[src/rtl/fifo_uart_tx.sv]
// fifo_uart_tx: pops bytes from a synchronous FIFO and sends them as UART frames (start, DATA_W bits LSB first, [parity,] stop).
// Latency: POP, then LOAD, then the start bit; a frame lasts 2 + (DATA_W+2)*CLKS_PER_BIT cycles (+CLKS_PER_BIT with parity).
// Backpressure: a pop is issued only when tx_en=1 and empty=0. Define UART_TX_PARITY_EN to add an even parity bit.
module fifo_uart_tx #(
    parameter int CLKS_PER_BIT = 16,
    parameter int DATA_W       = 8
) (
    input  logic              clk,
    input  logic              rst,
    input  logic              tx_en,
    input  logic              empty,
    input  logic [DATA_W-1:0] rd_data,
    output logic              RDEN,
    output logic              tx,
    output logic              busy,
    output logic              tx_done
);

    localparam int BAUD_W = (CLKS_PER_BIT > 1) ? $clog2(CLKS_PER_BIT) : 1;
    localparam int BIT_W  = (DATA_W > 1) ? $clog2(DATA_W) : 1;

    localparam logic [BAUD_W-1:0] BAUD_LAST = BAUD_W'(CLKS_PER_BIT - 1);
    localparam logic [BAUD_W-1:0] BAUD_ONE  = BAUD_W'(1);
    localparam logic [BIT_W-1:0]  BIT_LAST  = BIT_W'(DATA_W - 1);
    localparam logic [BIT_W-1:0]  BIT_ONE   = BIT_W'(1);

    generate
        if (CLKS_PER_BIT < 2 || CLKS_PER_BIT > 65535) begin : g_bad_cpb
            $error("fifo_uart_tx: CLKS_PER_BIT must be in 2..65535");
        end
    endgenerate

    typedef enum logic [2:0] {
        S_IDLE,
        S_POP,
        S_LOAD,
        S_START,
        S_DATA,
`ifdef UART_TX_PARITY_EN
        S_PARITY,
`endif
        S_STOP
    } state_t;

    state_t              r_state;
    state_t              w_state_nxt;
    logic [BAUD_W-1:0]   r_baud;
    logic [BAUD_W-1:0]   w_baud_nxt;
    logic [BIT_W-1:0]    r_bit;
    logic [BIT_W-1:0]    w_bit_nxt;
    logic [DATA_W-1:0]   r_shift;
    logic [DATA_W-1:0]   w_shift_nxt;
    logic                r_tx;
    logic                r_rden;
    logic                r_busy;
    logic                r_done;
    logic                w_tx_nxt;
    logic                w_bit_end;
`ifdef UART_TX_PARITY_EN
    logic                r_parity;
    logic                w_parity_nxt;
`endif

    assign w_bit_end = (r_baud == BAUD_LAST);

    // Next-state, counters and shift register
    always_comb begin
        w_state_nxt = r_state;
        w_baud_nxt  = r_baud;
        w_bit_nxt   = r_bit;
        w_shift_nxt = r_shift;
`ifdef UART_TX_PARITY_EN
        w_parity_nxt = r_parity;
`endif
        case (r_state)
            S_IDLE: begin
                if (tx_en && !empty) begin
                    w_state_nxt = S_POP;
                end
            end
            S_POP: begin
                w_state_nxt = S_LOAD;
            end
            S_LOAD: begin
                // rd_data is valid now, one cycle after the read strobe
                w_shift_nxt = rd_data;
                w_baud_nxt  = '0;
`ifdef UART_TX_PARITY_EN
                w_parity_nxt = ^rd_data;
`endif
                w_state_nxt = S_START;
            end
            S_START: begin
                if (w_bit_end) begin
                    w_baud_nxt  = '0;
                    w_bit_nxt   = '0;
                    w_state_nxt = S_DATA;
                end else begin
                    w_baud_nxt = r_baud + BAUD_ONE;
                end
            end
            S_DATA: begin
                if (w_bit_end) begin
                    w_baud_nxt  = '0;
                    w_shift_nxt = r_shift >> 1;
                    if (r_bit == BIT_LAST) begin
                        w_bit_nxt = '0;
`ifdef UART_TX_PARITY_EN
                        w_state_nxt = S_PARITY;
`else
                        w_state_nxt = S_STOP;
`endif
                    end else begin
                        w_bit_nxt = r_bit + BIT_ONE;
                    end
                end else begin
                    w_baud_nxt = r_baud + BAUD_ONE;
                end
            end
`ifdef UART_TX_PARITY_EN
            S_PARITY: begin
                if (w_bit_end) begin
                    w_baud_nxt  = '0;
                    w_state_nxt = S_STOP;
                end else begin
                    w_baud_nxt = r_baud + BAUD_ONE;
                end
            end
`endif
            S_STOP: begin
                if (w_bit_end) begin
                    w_baud_nxt  = '0;
                    w_state_nxt = (tx_en && !empty) ? S_POP : S_IDLE;
                end else begin
                    w_baud_nxt = r_baud + BAUD_ONE;
                end
            end
            default: begin
                w_state_nxt = S_IDLE;
            end
        endcase
    end

    // Line level decoded from the next state so tx is registered yet aligned with r_state
    always_comb begin
        w_tx_nxt = 1'b1;
        case (w_state_nxt)
            S_START:  w_tx_nxt = 1'b0;
            S_DATA:   w_tx_nxt = w_shift_nxt[0];
`ifdef UART_TX_PARITY_EN
            S_PARITY: w_tx_nxt = w_parity_nxt;
`endif
            default:  w_tx_nxt = 1'b1;
        endcase
    end

    always_ff @(posedge clk) begin
        if (!rst) begin
            r_state  <= S_IDLE;
            r_baud   <= '0;
            r_bit    <= '0;
            r_shift  <= '0;
            r_tx     <= 1'b1;
            r_rden   <= 1'b0;
            r_busy   <= 1'b0;
            r_done   <= 1'b0;
`ifdef UART_TX_PARITY_EN
            r_parity <= 1'b0;
`endif
        end else begin
            r_state  <= w_state_nxt;
            r_baud   <= w_baud_nxt;
            r_bit    <= w_bit_nxt;
            r_shift  <= w_shift_nxt;
            r_tx     <= w_tx_nxt;
            r_rden   <= (w_state_nxt == S_POP);
            r_busy   <= (w_state_nxt != S_IDLE);
            r_done   <= (w_state_nxt == S_STOP) && (w_baud_nxt == BAUD_LAST);
`ifdef UART_TX_PARITY_EN
            r_parity <= w_parity_nxt;
`endif
        end
    end

    assign tx      = r_tx;
    assign RDEN    = r_rden;
    assign busy    = r_busy;
    assign tx_done = r_done;

endmodule

[config.mk]
export PLATFORM = sky130hd
export DESIGN_NAME = fifo_uart_tx
export DESIGN_NICKNAME = d
export VERILOG_FILES = /design/src/rtl/fifo_uart_tx.sv
export SDC_FILE = /design/constraint.sdc
export NUM_CORES = 1
export LEC_CHECK = 0
export ABC_AREA = 1
export BUFFER_PORTS_ARGS = -buffer_cell sky130_fd_sc_hd__buf_2
export CORE_ASPECT_RATIO = 0.5
export CORE_MARGIN = 3
export CORE_UTILIZATION = 40
export DETAILED_ROUTE_END_ITERATION = 10
export HOLD_SLACK_MARGIN = 0.05
export PLACE_DENSITY_LB_ADDON = 0.08
export SYNTH_ARGS = -nofsm -noshare
export SYNTH_HDL_FRONTEND = slang
export SYNTH_SLANG_ARGS = --single-unit
[constraint.sdc]
create_clock -name clk -period 3 [get_ports clk]
set_clock_uncertainty 0.2 [all_clocks]
set_input_delay 0 -clock clk [delete_from_list [all_inputs] [get_ports clk]]
set_output_delay 0 -clock clk [all_outputs]
set_load 0.005 [all_outputs]
## Word-level counts from Yosys, hierarchy flattened

Cells that the tools add are included.

- $add $sub $neg: 2
- Multipliers: 0
- Div/mod/pow operators: 0
- Magnitude comparators: 0
- Eq/ne operators: 14
- Shift-type cells: 0
- Multiplexer cells: 16
- Bitwise logic cells: 0
- Reduce and logical (&&, ||, !) cells: 10

Operators with widths:

| kind | number |
|---|---|
| 3-bit two-way mux | 8 |
| 3-bit case mux with 6 select lines | 1 |
| 8-bit case mux with 2 select lines | 1 |
| 3-bit == test (second input constant) | 5 |
| 3-bit by 2-bit == test with 1-bit output (second input constant) | 3 |
| 4-bit == test (second input constant) | 2 |
| 8-bit two-way mux | 1 |
| 4-bit case mux with 2 select lines | 1 |
| 3-bit by 1-bit == test with 1-bit output (second input constant) | 2 |
| 3-bit case mux with 2 select lines | 1 |
| 4-bit by 1-bit adder with 4-bit output (second input constant) | 1 |
| 4-bit two-way mux | 1 |
| 2-bit != test (second input constant) | 2 |
| 2-bit nonzero test | 2 |
| 3-bit by 1-bit adder with 3-bit output (second input constant) | 1 |
| 3-bit logical NOT | 1 |
| 3-bit AND reduction | 1 |
| 3-bit nonzero test | 1 |
| 3-bit OR reduction | 1 |
| 1-bit logical AND | 2 |
| 1-bit case mux with 2 select lines | 1 |
| 2-bit AND reduction | 1 |
| 1-bit logical NOT | 1 |
| 1-bit two-way mux | 1 |

- Register bits: 22
- Bits in latches: 0
- Memory bits (writable): 0
- Memory bits (read-only): 0
- Bits of input ports: 12
- Output and inout port bits: 4
- Word-level logic and storage cells: 51
- Memories kept: 0

## Longest topological paths before layout

Gate-level depths: netlist of the first run.

- Word-level depth: 7
- Gate-level depth with buffers: 10
- Depth with buffers taken out: 10

## Worst setup path before layout of the first run

No wires, ideal clock.

- Path type: flip-flop to flip-flop
- Start point: register r_baud[0]
- End point: register r_bit[2]
- Data arrival time: 1.249 ns
- Data required time: 2.668 ns
- Slack: 1.418 ns
- Cell stages (with the launch flop): 11
- Buffers on the path: 0
- Period minus slack after synthesis: 1.582 ns
- Cells stage by stage: dfxtp_1 ha_1 nand2_2 nor2_4 inv_2 nor2_8 inv_2 nand2_1 inv_1 nand2_1 a21oi_1

- Word-level cells in the longest chain between the ends: 3
- Elaborated cells on any way between the ends: 4
- Those cells by class: eq/ne (3); reduce/logical (1)

Ends and longest elaborated chain:

| what | RTL line | RTL |
|---|---|---|
| start: declaration | 47 | `logic [BAUD_W-1:0] r_baud;` |
| start signal: assignment | 172 | `r_baud <= w_baud_nxt;` |
| 4-bit == test * | 64 | `assign w_bit_end = (r_baud == BAUD_LAST);` |
| 2-bit != test (no line) | - |  |
| 3-bit AND reduction (no line) * | - |  |
| end signal: assignment | 173 | `r_bit <= w_bit_nxt;` |
| end: declaration | 49 | `logic [BIT_W-1:0] r_bit;` |

Mark *: on every way between the ends. The rest lies on a longest branch, timed or not.
A chain may end at the register's enable or synchronous reset.

## Worst setup path after layout of the first run

- Start point: register r_baud[0]
- End point: register r_bit[1]

The elaborated chain is that of the path after synthesis.

==> results of run 1 <==
[power groups by stage]
| stage | clock network (uW) | logic, uW | registers [uW] |
|---|---|---|---|
| floorplan | 0 | 41.8 | 319 |
| global placement | 0 | 64.2 | 319 |
| detailed placement | 0 | 63.7 | 320 |
| CTS | 215 | 72.6 | 313 |
| global route | 236 | 81.8 | 315 |
| finish | 210 | 72.7 | 313 |
[placed cells by master (no fill, tap or decap), types with 2 or more instances in the layout]
cell type       n
clkbuf_8        4
inv_1          12
dfxtp_1        22
nand2_1        46
nor2_4          3
a31oi_1         2
nand3_1        10
nand4_1         5
nor2_1          8
buf_2          15
o21ai_0         2
a21oi_1        13
inv_2           5
nand2_2         2
dlygate4sd3_1   9
a22oi_1         4
ha_1            3
[repair_timing]
| item | CTS | global route |
|---|---|---|
| hold buffers | 9 | 0 |
| hold endpoints to repair | 13 | 0 |
| buffers inserted | 0 | 0 |
[metrics by stage]
stage / total power, uW / worst slack (ps) / cells
6_report: 595 / 1180 / 207
5_1_grt: 633 / 994 / 207
4_1_cts: 600 / 1160 / 207
3_5_place_dp: 383 / 1190 / 194
3_3_place_gp: 384 / 1220 / 194
2_1_floorplan: 360 / 1420 / 145
[flip-flops by register name (all words and copies together), names as in the netlist]
register / flops
busy: 1
RDEN: 1
r_bit: 3
tx: 1
tx_done: 1
r_shift: 8
r_baud: 4
r_state: 3
[cell type report]
type	count	share of cell area
well taps	35	0.0334
repair buffers	24	0.126
clock buffers	4	0.0419
flip-flops and latches	22	0.336
inverters	17	0.0486
multi-input cells	105	0.415
[worst min path at each step]
| stage | startpoint | end | slack, ps | depth (start not counted) |
|---|---|---|---|---|
| after detailed placement | rd_data[7] | r_shift[7] | 60 | 3 |
| after global routing | tx_en | r_state[0] | 130 | 5 |
| final | tx_en | r_state[0] | 60 | 5 |
| after floorplan | rst | r_baud[2] | -70 | 1 |
| after CTS | tx_en | r_state[0] | 50 | 5 |
| after global placement | rd_data[7] | r_shift[7] | 60 | 3 |
[routing by layer]
| metal | up-vias | global-route usage |
|---|---|---|
| met5 | - | 0 |
| met4 | 0 | 0.0209 |
| met3 | 2 | 0.0515 |
| met2 | 29 | 0.229 |
| met1 | 456 | 0.194 |
| li1 | 535 | - |
[tightest hold or removal path: stages]
cell and delay, ps:
buf_2 80, nand4_1 80, nand4_1 170, nand2_1 100
inv_1 50
[cells by family after synthesis]
logic type	share of synthesized area
and+or+nand+nor	0.357
DFF	0.419
buffers and inverters	0.0642
adders and majority gates	0.0357
AOI/OAI and AO/OA	0.125
==> metrics.md, run 1 <==
| Metric | Value |
|---|---|
| Largest stage delay on the critical path | 400 ps |
| First-pass GRT wire length | 3.85 mm |
| Post-Syn Nets | 160 |
| Reg-to-Reg End | r_bit[1] |
| Unique masters post-synth | 22 |
| Power share of the clock group | 0.352 |
| Fillcell total | 231 |
| Layout area overhead | 24.7% |
| RSZ-0062 raised after global routing | false |
| Dominant cell type by area after synthesis | dfxtp_1 |
| FP Rows | 12 |
| Clock buffer depth | 2 |
| Slew Limit Fails | 0 |
| Clk slew on worst S/H paths | 80 ps |
| Top-count cell post-synth | nand2_1 |
| Vias in the first global route | 885 |
| Final worst path period need | 1820 ps |
| Logic pwr share | 0.122 |
| Status | finished clean |
| Sequential power share | 0.526 |
| Wire length on met1 | 1.11 mm |
| Area fraction of the dominant cell type after synthesis | 0.419 |
| Starting Density | 0.446 |
| Top_reg_cell synth | dfxtp_1 |
| Final #Nets | 188 |
| Initial DRC count | 54 |
| WL met3 | 115 um |
| Internal power | 454 uW |
| Die area | 0.00332 mm2 |
| Highest Clock Rate | 549 MHz |
| Residual DRC count | 0 |
| Port buffer count | 15 |
| Top sig layer | met4 |
| Post-Route WL | 2.22 mm |
| All-layer global routing usage | 0.145 |
| Setup crit end | r_bit[1] |
| Pwr/cell area | 454 mW/mm2 |
| DRT Pass-1 Iters | 4 |
| CP startpoint kind | register |
| Worst Setup End Kind | register |
| Yosys reg bits | 22 |
| Max-cap violations | 0 |
| Area after DPL | 0.00117 mm2 |
| Worst Path Max Fanout | 9 |
| Worst EP required | 2930 ps |
| RePlAce Congestion | 0.865 |
| Post-synth top cells | 46 x nand2_1, 22 x dfxtp_1, 13 x a21oi_1 |
| Fin. Hold Viols | 0 |
| Gr ovfl total | 0 |
| Pin count of the biggest net entering global routing | 17 |
| Max_slew headroom | 0.640 |
| Post-synth EDFFs | 0 |
| Fin Hold WS | 57.8 ps |
| ANT cells | 0 |
| WL per Instance | 10.7 um |
| Psw | 141 uW |
| # clock sinks | 22 |
| Number of I/O pins | 16 |
| Reg2Reg Launch Point | r_baud[0] |
| DP Wirelength | 1.64 mm |
| Die H | 42.3 um |
| Critical Path, Cell by Cell | ha_1 -> nand2_2 -> nor2_4 -> inv_2 -> nor2_8 -> inv_2 -> nand2_1 -> inv_1 -> nand2_1 -> a21oi_1 |
| YS warnings | 0 |
| Core area | 0.00236 mm2 |
| Root Driver | clkbuf_8 |
| Final setup fails | 0 |
| Clock Latency Late Sink | 260 ps |
| Routed via count | 1022 |
| Slowest cell on crit path | dfxtp_1 |
| Leak | 0.000599 uW |
| HP Class | in2reg |
| Buffers and inverters on the worst path | 3 |
| Period utilization | 0.608 |
| Crit. path cell count | 10 |
| Setup TNS Final | 0 ps |
| CTS resizes | 0 |
| Sw Ratio | 0.237 |
| H-tree depth | 1 |
| Final Cell Area | 0.00131 mm2 |
| Area of the multi-input gates | 544 um2 |
| Cells after synthesis | 145 |
| Reg2Reg Depth | 10 |
| Crit path kind | reg2reg |
| Worst vdd ir | 0.243 mV |
| Worst path top cell family by delay | simple AND/OR/NAND/NOR gates |
| Vias per Instance | 4.94 |
| Critical path arrival | 1750 ps |
| Fin util | 0.557 |
| Met2 wire length | 988 um |
| Post-synthesis area per instance | 7.26 um2 |
| R2R setup slack | 1180 ps |
| Critical path origin | r_baud[0] |
| Worst Max-Slew Pin Slew | 539 ps |
| CTS Buf Count | 3 |
| Synth async-reset ratio | 0 |
| Register area share after synthesis | 0.419 |
| Antenna Nets Post-Route | 0 |
| Reg area | 440 um2 |
| Fraction of layout cells with a size suffix above 1 | 0.186 |
| Mapped Area | 0.00105 mm2 |
| Initial antenna violation count | 0 |
| CTS tree | done |
| Top cells by area, synth | dfxtp_1 42%, nand2_1 16%, a21oi_1 6.2% |
| Chip width | 78.5 um |
Note: power is estimated with default switching activity, not from simulation.
==> inputs of run 2 (changes only) <==
- clock period: 3 -> 1.8 ns (I/O delays scaled with it)
==> metrics.md, run 2 (synthesis gave the netlist of run 1 again) <==
| Metric | Value |
|---|---|
| # clock sinks | 22 (unchanged) |
| Hold Crit Start | tx_en |
| Fin. Hold Viols | 0 (unchanged) |
| Antenna Nets Post-Route | 0 (unchanged) |
| Residual DRC count | 0 (unchanged) |
| CTS Buf Count | 3 (unchanged) |
| Reg2Reg Launch Point | r_baud[1] |
| Worst Max-Slew Pin Slew | 536 ps (-2.58 ps) |
| GR Layer Usage met1 | 0.186 (-0.00859) |
| Pin count of the biggest net entering global routing | 17 (unchanged) |
| Sequential power share | 0.553 (+0.027) |
| Critical path arrival | 1620 ps (-130 ps) |
| Internal power | 716 uW (+58%) |
| DP Worst Slack | 90.4 ps (-1100 ps) |
| Reg2Reg Depth | 9 (-1) |
| Gr ovfl total | 0 (unchanged) |
| Leak | 0.000619 uW (+3.3%) |
| Vias per Instance | 4.84 (-1.9%) |
| ANT cells | 0 (unchanged) |
| Final #Nets | 193 (+2.7%) |
| Fillcell total | 236 (+2.2%) |
| Root Driver | clkbuf_8 |
| Core area | 0.00236 mm2 (unchanged) |
| Fin Hold WS | 56.5 ps (-1.28 ps) |
| Clk slew on worst S/H paths | 70 ps (about the same) |
| Psw | 226 uW (+60%) |
| Post-Route WL | 2.19 mm (-1.6%) |
| Layout area overhead | 29.3% |
| Pwr/cell area | 693 mW/mm2 (+53%) |
| Routed via count | 1022 (unchanged) |
| Period utilization | 0.943 (+0.336) |
| Register with the most flip-flops | r_shift |
| Area of the multi-input gates | 554 um2 (+1.8%) |
| CP startpoint kind | register |
| Die H | 42.3 um (unchanged) |
| HP Class | in2reg |
| Slew Limit Fails | 0 (unchanged) |
| Worst Path Max Fanout | 7 (-2) |
| RePlAce Congestion | 0.866 (about the same) |
| Logic pwr share | 0.135 (+0.013) |
| Reg area | 442 um2 (+0.28%) |
| Final setup fails | 0 (unchanged) |
| DP Wirelength | 1.65 mm (+0.44%) |
| Reg-to-Reg End | r_shift[6] |
| Fraction of layout cells with a size suffix above 1 | 0.227 (+0.0412) |
| Worst vdd ir | 0.515 mV (+110%) |
| Port buffer count | 15 (unchanged) |
| Highest Clock Rate | 589 MHz (+7.3%) |
| Commonest non-fill, non-tap cell in the layout | nand2_1 |
| Final worst path period need | 1700 ps (-125 ps) |
| H-tree depth | 1 (unchanged) |
| WL per Instance | 10.4 um (-3.4%) |
| Starting Density | 0.446 (unchanged) |
| Met2 usage | 0.231 (+0.00169) |
| Met3 Track Usage GR | 0.0536 (+0.00215) |
| Worst setup margin | 102 ps (-1080 ps) |
| All-layer global routing usage | 0.143 (-0.00216) |
| Initial DRC count | 35 (-35%) |
| Worst EP required | 1720 ps (-1210 ps) |
| First-pass GRT wire length | 3.84 mm (-0.36%) |
| Crit path kind | reg2reg |
| FP Rows | 12 (unchanged) |
| Number of I/O pins | 16 (unchanged) |
| Most frequent cells in the layout | 45 x nand2_1, 21 x dfxtp_1, 15 x buf_2 |
| Die area | 0.00332 mm2 (unchanged) |
| Sw Ratio | 0.240 (+0.00286) |
| Number of flip-flops in the largest register | 8 (unchanged) |
| Top flop regs | r_shift (8), r_baud (4) |
| Busiest layer in global routing | met2 |
| DRT Pass-1 Iters | 4 (unchanged) |
| Clock buffer depth | 2 (unchanged) |
| Setup TNS Final | 0 ps (unchanged) |
| Clock Latency Late Sink | 260 ps (about the same) |
| Chip width | 78.5 um (unchanged) |
| CTS tree | done |
| Status | finished clean |
| Hold Path End | r_state[0] |
| R2R setup slack | 100 ps (-1080 ps) |
| Vias in the first global route | 876 (-1.0%) |
| Max_slew headroom | 0.642 (+0.00172) |
| Power share of the clock group | 0.312 (-0.040) |
| Hold Path Depth | 5 (unchanged) |
| Max-cap violations | 0 (unchanged) |
| Worst Setup End Kind | register |
| Initial antenna violation count | 0 (unchanged) |
| RSZ-0062 raised after global routing | false |
-- run 2: cell types whose count changed in the layout (fill, tap and decap cells not counted), sizes merged --
cell	previous run	this run
buf	15	20
clkbuf	4	3
-- run 2: repair_timing --
item,CTS,global route
buffers inserted,0,2
endpoints found under the setup margin,0,3
hold buffers,9,0
endpoints found under the hold margin,13,0
gates resized for setup,0,4
-- run 2: worst max path at each step --
| stage | startpoint | end | slack [ps] | depth (start not counted) |
|---|---|---|---|---|
| finish | r_baud[1] | r_shift[6] | 100 | 9 |
| global route | r_baud[1] | r_bit[2] | 10 | 10 |
| CTS | r_baud[0] | r_bit[2] | 70 | 10 |
| detailed placement | r_baud[0] | r_bit[2] | 90 | 10 |
| global placement | r_baud[0] | r_bit[2] | 100 | 10 |
| floorplan | r_baud[0] | r_bit[2] | 220 | 10 |
-- run 2: routing by layer --
layer | part of all wire | vias to the layer above
li1 | - | 541
met1 | 0.51 | 460
met2 | 0.43 | 19
met3 | 0.054 | 2
met4 | 0.0027 | 0
met5 | 0 | -
-- run 2: metrics by stage --
| step | std cells | total power [uW] | utilization | area, um2 |
|---|---|---|---|---|
| after floorplan | 145 | 601 | - | 1050 |
| after global placement | 197 | 645 | 0.505 | 1190 |
| after detailed placement | 197 | 644 | 0.505 | 1190 |
| after CTS | 209 | 952 | 0.561 | 1320 |
| after global routing | 211 | 998 | 0.577 | 1360 |
| final | 211 | 943 | 0.577 | 1360 |
-- run 2: final cells by class --
type                            instances  area share
Sequential cell                        22       0.325
Tap cell                               35      0.0322
Inverter                               17      0.0469
Multi-Input combinational cell        105       0.408
Timing Repair Buffer                   29       0.158
Clock buffer                            3      0.0304
-- run 2: critical path, stage by stage, from the launching register on --
cell and delay [ps]:
dfxtp_1 340, ha_2 200, nand2_2 90, nor2_4 200
inv_2 90, nor2_8 140, buf_12 130, nor2_4 50
nand2_1 70, a21oi_1 60
-- run 2: power by group through the flow --
stage / Clock [uW] / Sequential, uW / Combinational (uW)
global placement: 0 / 532 / 113
floorplan: 0 / 531 / 69.6
global route: 330 / 523 / 145
detailed placement: 0 / 532 / 112
CTS: 305 / 521 / 127
finish: 294 / 521 / 127
==> inputs of run 3 (changes only) <==
- CORE_UTILIZATION: 40 -> 35
==> metrics.md, run 3 (synthesis gave the netlist of run 1 again) <==
| Metric | Value |
|---|---|
| Status | finished clean |
| Fillcell total | 288 (+22%) |
| Sequential power share | 0.520 (-0.033) |
| Period utilization | 0.936 (-0.00709) |
| Power share of the clock group | 0.360 (+0.048) |
| Logic pwr share | 0.120 (-0.015) |
| Reg area | 445 um2 (+0.85%) |
| Routed via count | 1008 (-1.4%) |
| WL per Instance | 11.0 um (+5.6%) |
| Fin Hold WS | 108 ps (+51.4 ps) |
| Worst path top cell family by delay | simple AND/OR/NAND/NOR gates |
| Crit path kind | reg2reg |
| Hold Path End | tx |
| Initial antenna violation count | 0 (unchanged) |
| Leak | 0.000625 uW (+1.1%) |
| Post-Route WL | 2.34 mm (+7.1%) |
| All-layer global routing usage | 0.133 (-0.00975) |
| Worst Setup End Kind | register |
| DRT Pass-1 Iters | 4 (unchanged) |
| Max_slew headroom | 0.613 (-0.0287) |
| Hold Crit Start | tx_en |
| Worst Max-Slew Pin Slew | 579 ps (+43.1 ps) |
| Reg2Reg Launch Point | r_baud[0] |
| Chip width | 83.5 um (+6.4%) |
| HP Class | in2reg |
| CP startpoint kind | register |
| Vias per Instance | 4.71 (-2.8%) |
| DP Wirelength | 1.71 mm (+3.7%) |
| # clock sinks | 22 (unchanged) |
| Reg-to-Reg End | r_bit[1] |
| Fin util | 0.503 (-0.0742) |
| Clk slew on worst S/H paths | 80 ps (about the same) |
| Slew Limit Fails | 0 (unchanged) |
| Top flop regs | r_shift (8), r_baud (4) |
| Buffers and inverters on the worst path | 3 (+1) |
| Area after DPL | 0.00118 mm2 (-1.1%) |
| Sw Ratio | 0.245 (+0.00521) |
| Number of I/O pins | 16 (unchanged) |
| Core area | 0.00273 mm2 (+16%) |
| FP Rows | 13 (+1) |
| Pwr/cell area | 729 mW/mm2 (+5.2%) |
| Psw | 246 uW (+8.6%) |
| Highest Clock Rate | 593 MHz (+0.76%) |
| Port buffer count | 15 (unchanged) |
| Worst EP required | 1730 ps (about the same) |
| Hold Path Depth | 5 (unchanged) |
| Die H | 44.8 um (+5.9%) |
| Vias in the first global route | 830 (-5.3%) |
| Internal power | 756 uW (+5.6%) |
| Pin count of the biggest net entering global routing | 17 (unchanged) |
| H-tree depth | 1 (unchanged) |
| Die area | 0.00374 mm2 (+13%) |
| ANT cells | 0 (unchanged) |
| Fin. Hold Viols | 0 (unchanged) |
| RePlAce Congestion | 0.781 (-9.8%) |
| Worst vdd ir | 0.397 mV (-23%) |
| Starting Density | 0.385 (-0.0613) |
| Slowest cell on crit path | dfxtp_4 |
| R2R setup slack | 110 ps (about the same) |
| Commonest non-fill, non-tap cell in the layout | nand2_1 |
| CTS Buf Count | 3 (unchanged) |
| Clock buffer depth | 2 (unchanged) |
| Final #Nets | 193 (unchanged) |
| Final Cell Area | 0.00137 mm2 (+1.0%) |
| Residual DRC count | 0 (unchanged) |
| Worst Path Max Fanout | 6 (-1) |
| Reg2Reg Depth | 10 (+1) |
| Critical Path, Cell by Cell | ha_4 -> nand2_2 -> nor2_4 -> inv_2 -> nor2_8 -> inv_2 -> nand2_1 -> inv_1 -> nand2_1 -> a21oi_1 |
| Fin cells | 214 (+1.4%) |
| Area of the multi-input gates | 557 um2 (+0.45%) |
| Largest stage delay on the critical path | 380 ps (+40 ps) |
| Critical path arrival | 1620 ps (about the same) |
| Most frequent cells in the layout | 46 x nand2_1, 20 x dfxtp_1, 15 x buf_2 |
| Fraction of layout cells with a size suffix above 1 | 0.226 (-0.00128) |
| Register with the most flip-flops | r_shift |
| Layout area overhead | 30.6% |
| First-pass GRT wire length | 3.88 mm (+1.3%) |
| Max-cap violations | 0 (unchanged) |
| Root Driver | clkbuf_8 |
| Final worst path period need | 1690 ps (-12.8 ps) |
| Gr ovfl total | 0 (unchanged) |
| Antenna Nets Post-Route | 0 (unchanged) |
| CTS tree | done |
| Final setup fails | 0 (unchanged) |
| Number of flip-flops in the largest register | 8 (unchanged) |
| RSZ-0062 raised after global routing | true |
| Initial DRC count | 43 (+23%) |
| DP Cell Count | 197 (unchanged) |
| Clock Latency Late Sink | 270 ps (about the same) |
==> run 3: cell types whose count changed in the layout (fill, tap and decap cells not counted), sizes merged <==
| cell | change |
|---|---|
| clkbuf | +1 |
==> run 3: power groups by stage <==
stage	registers, uW	clock network, uW	logic, uW
2_1_floorplan	531	0	69.6
3_3_place_gp	533	0	108
3_5_place_dp	533	0	106
4_1_cts	522	372	121
5_1_grt	523	391	136
6_report	521	361	121
==> run 3: how the worst max path moves through the flow <==
stage	end	depth (start not counted)	from	slack, ps
floorplan	r_bit[2]	10	r_baud[0]	220
global placement	tx	6	r_baud[0]	40
detailed placement	r_bit[2]	10	r_baud[0]	40
CTS	r_bit[2]	10	r_baud[0]	10
global route	r_shift[3]	8	r_baud[0]	-20
finish	r_bit[1]	10	r_baud[0]	110
==> run 3: final cells by class <==
cell class,instances,area share
Multi-Input combinational cell,105,0.405
Sequential cell,22,0.324
Clock buffer,4,0.0401
Timing Repair Buffer,29,0.150
Tap cell,37,0.0337
Inverter,17,0.0464
==> run 3: through the flow <==
| step | worst slack (ps) | total power [uW] | setup TNS (ps) |
|---|---|---|---|
| after floorplan | 218 | 601 | 0 |
| after global placement | 42.3 | 641 | 0 |
| after detailed placement | 35.7 | 639 | 0 |
| after CTS | 14.3 | 1010 | 0 |
| after global routing | -18.0 | 1050 | -54.8 |
| final | 115 | 1000 | 0 |
==> run 3: worst min-delay path, cell delays in order <==
cell	delay (ps)
buf_2	90
nand4_1	110
nand4_1	180
nand2_1	90
nand3_1	80
==> run 3: what timing repair did <==
action / CTS / global route
hold buffers: 9 / 0
endpoints found under the hold margin: 13 / 0
endpoints found under the setup margin: 0 / 15
buffers inserted: 0 / 4
gates resized for setup: 0 / 8
==> run 3: metal layers <==
metal  GRT usage  part of all wire  vias up
li1            -                 -      542
met1       0.184              0.53      443
met2       0.201              0.42       20
met3      0.0510             0.048        3
met4      0.0288            0.0060        0
met5           0                 0        -
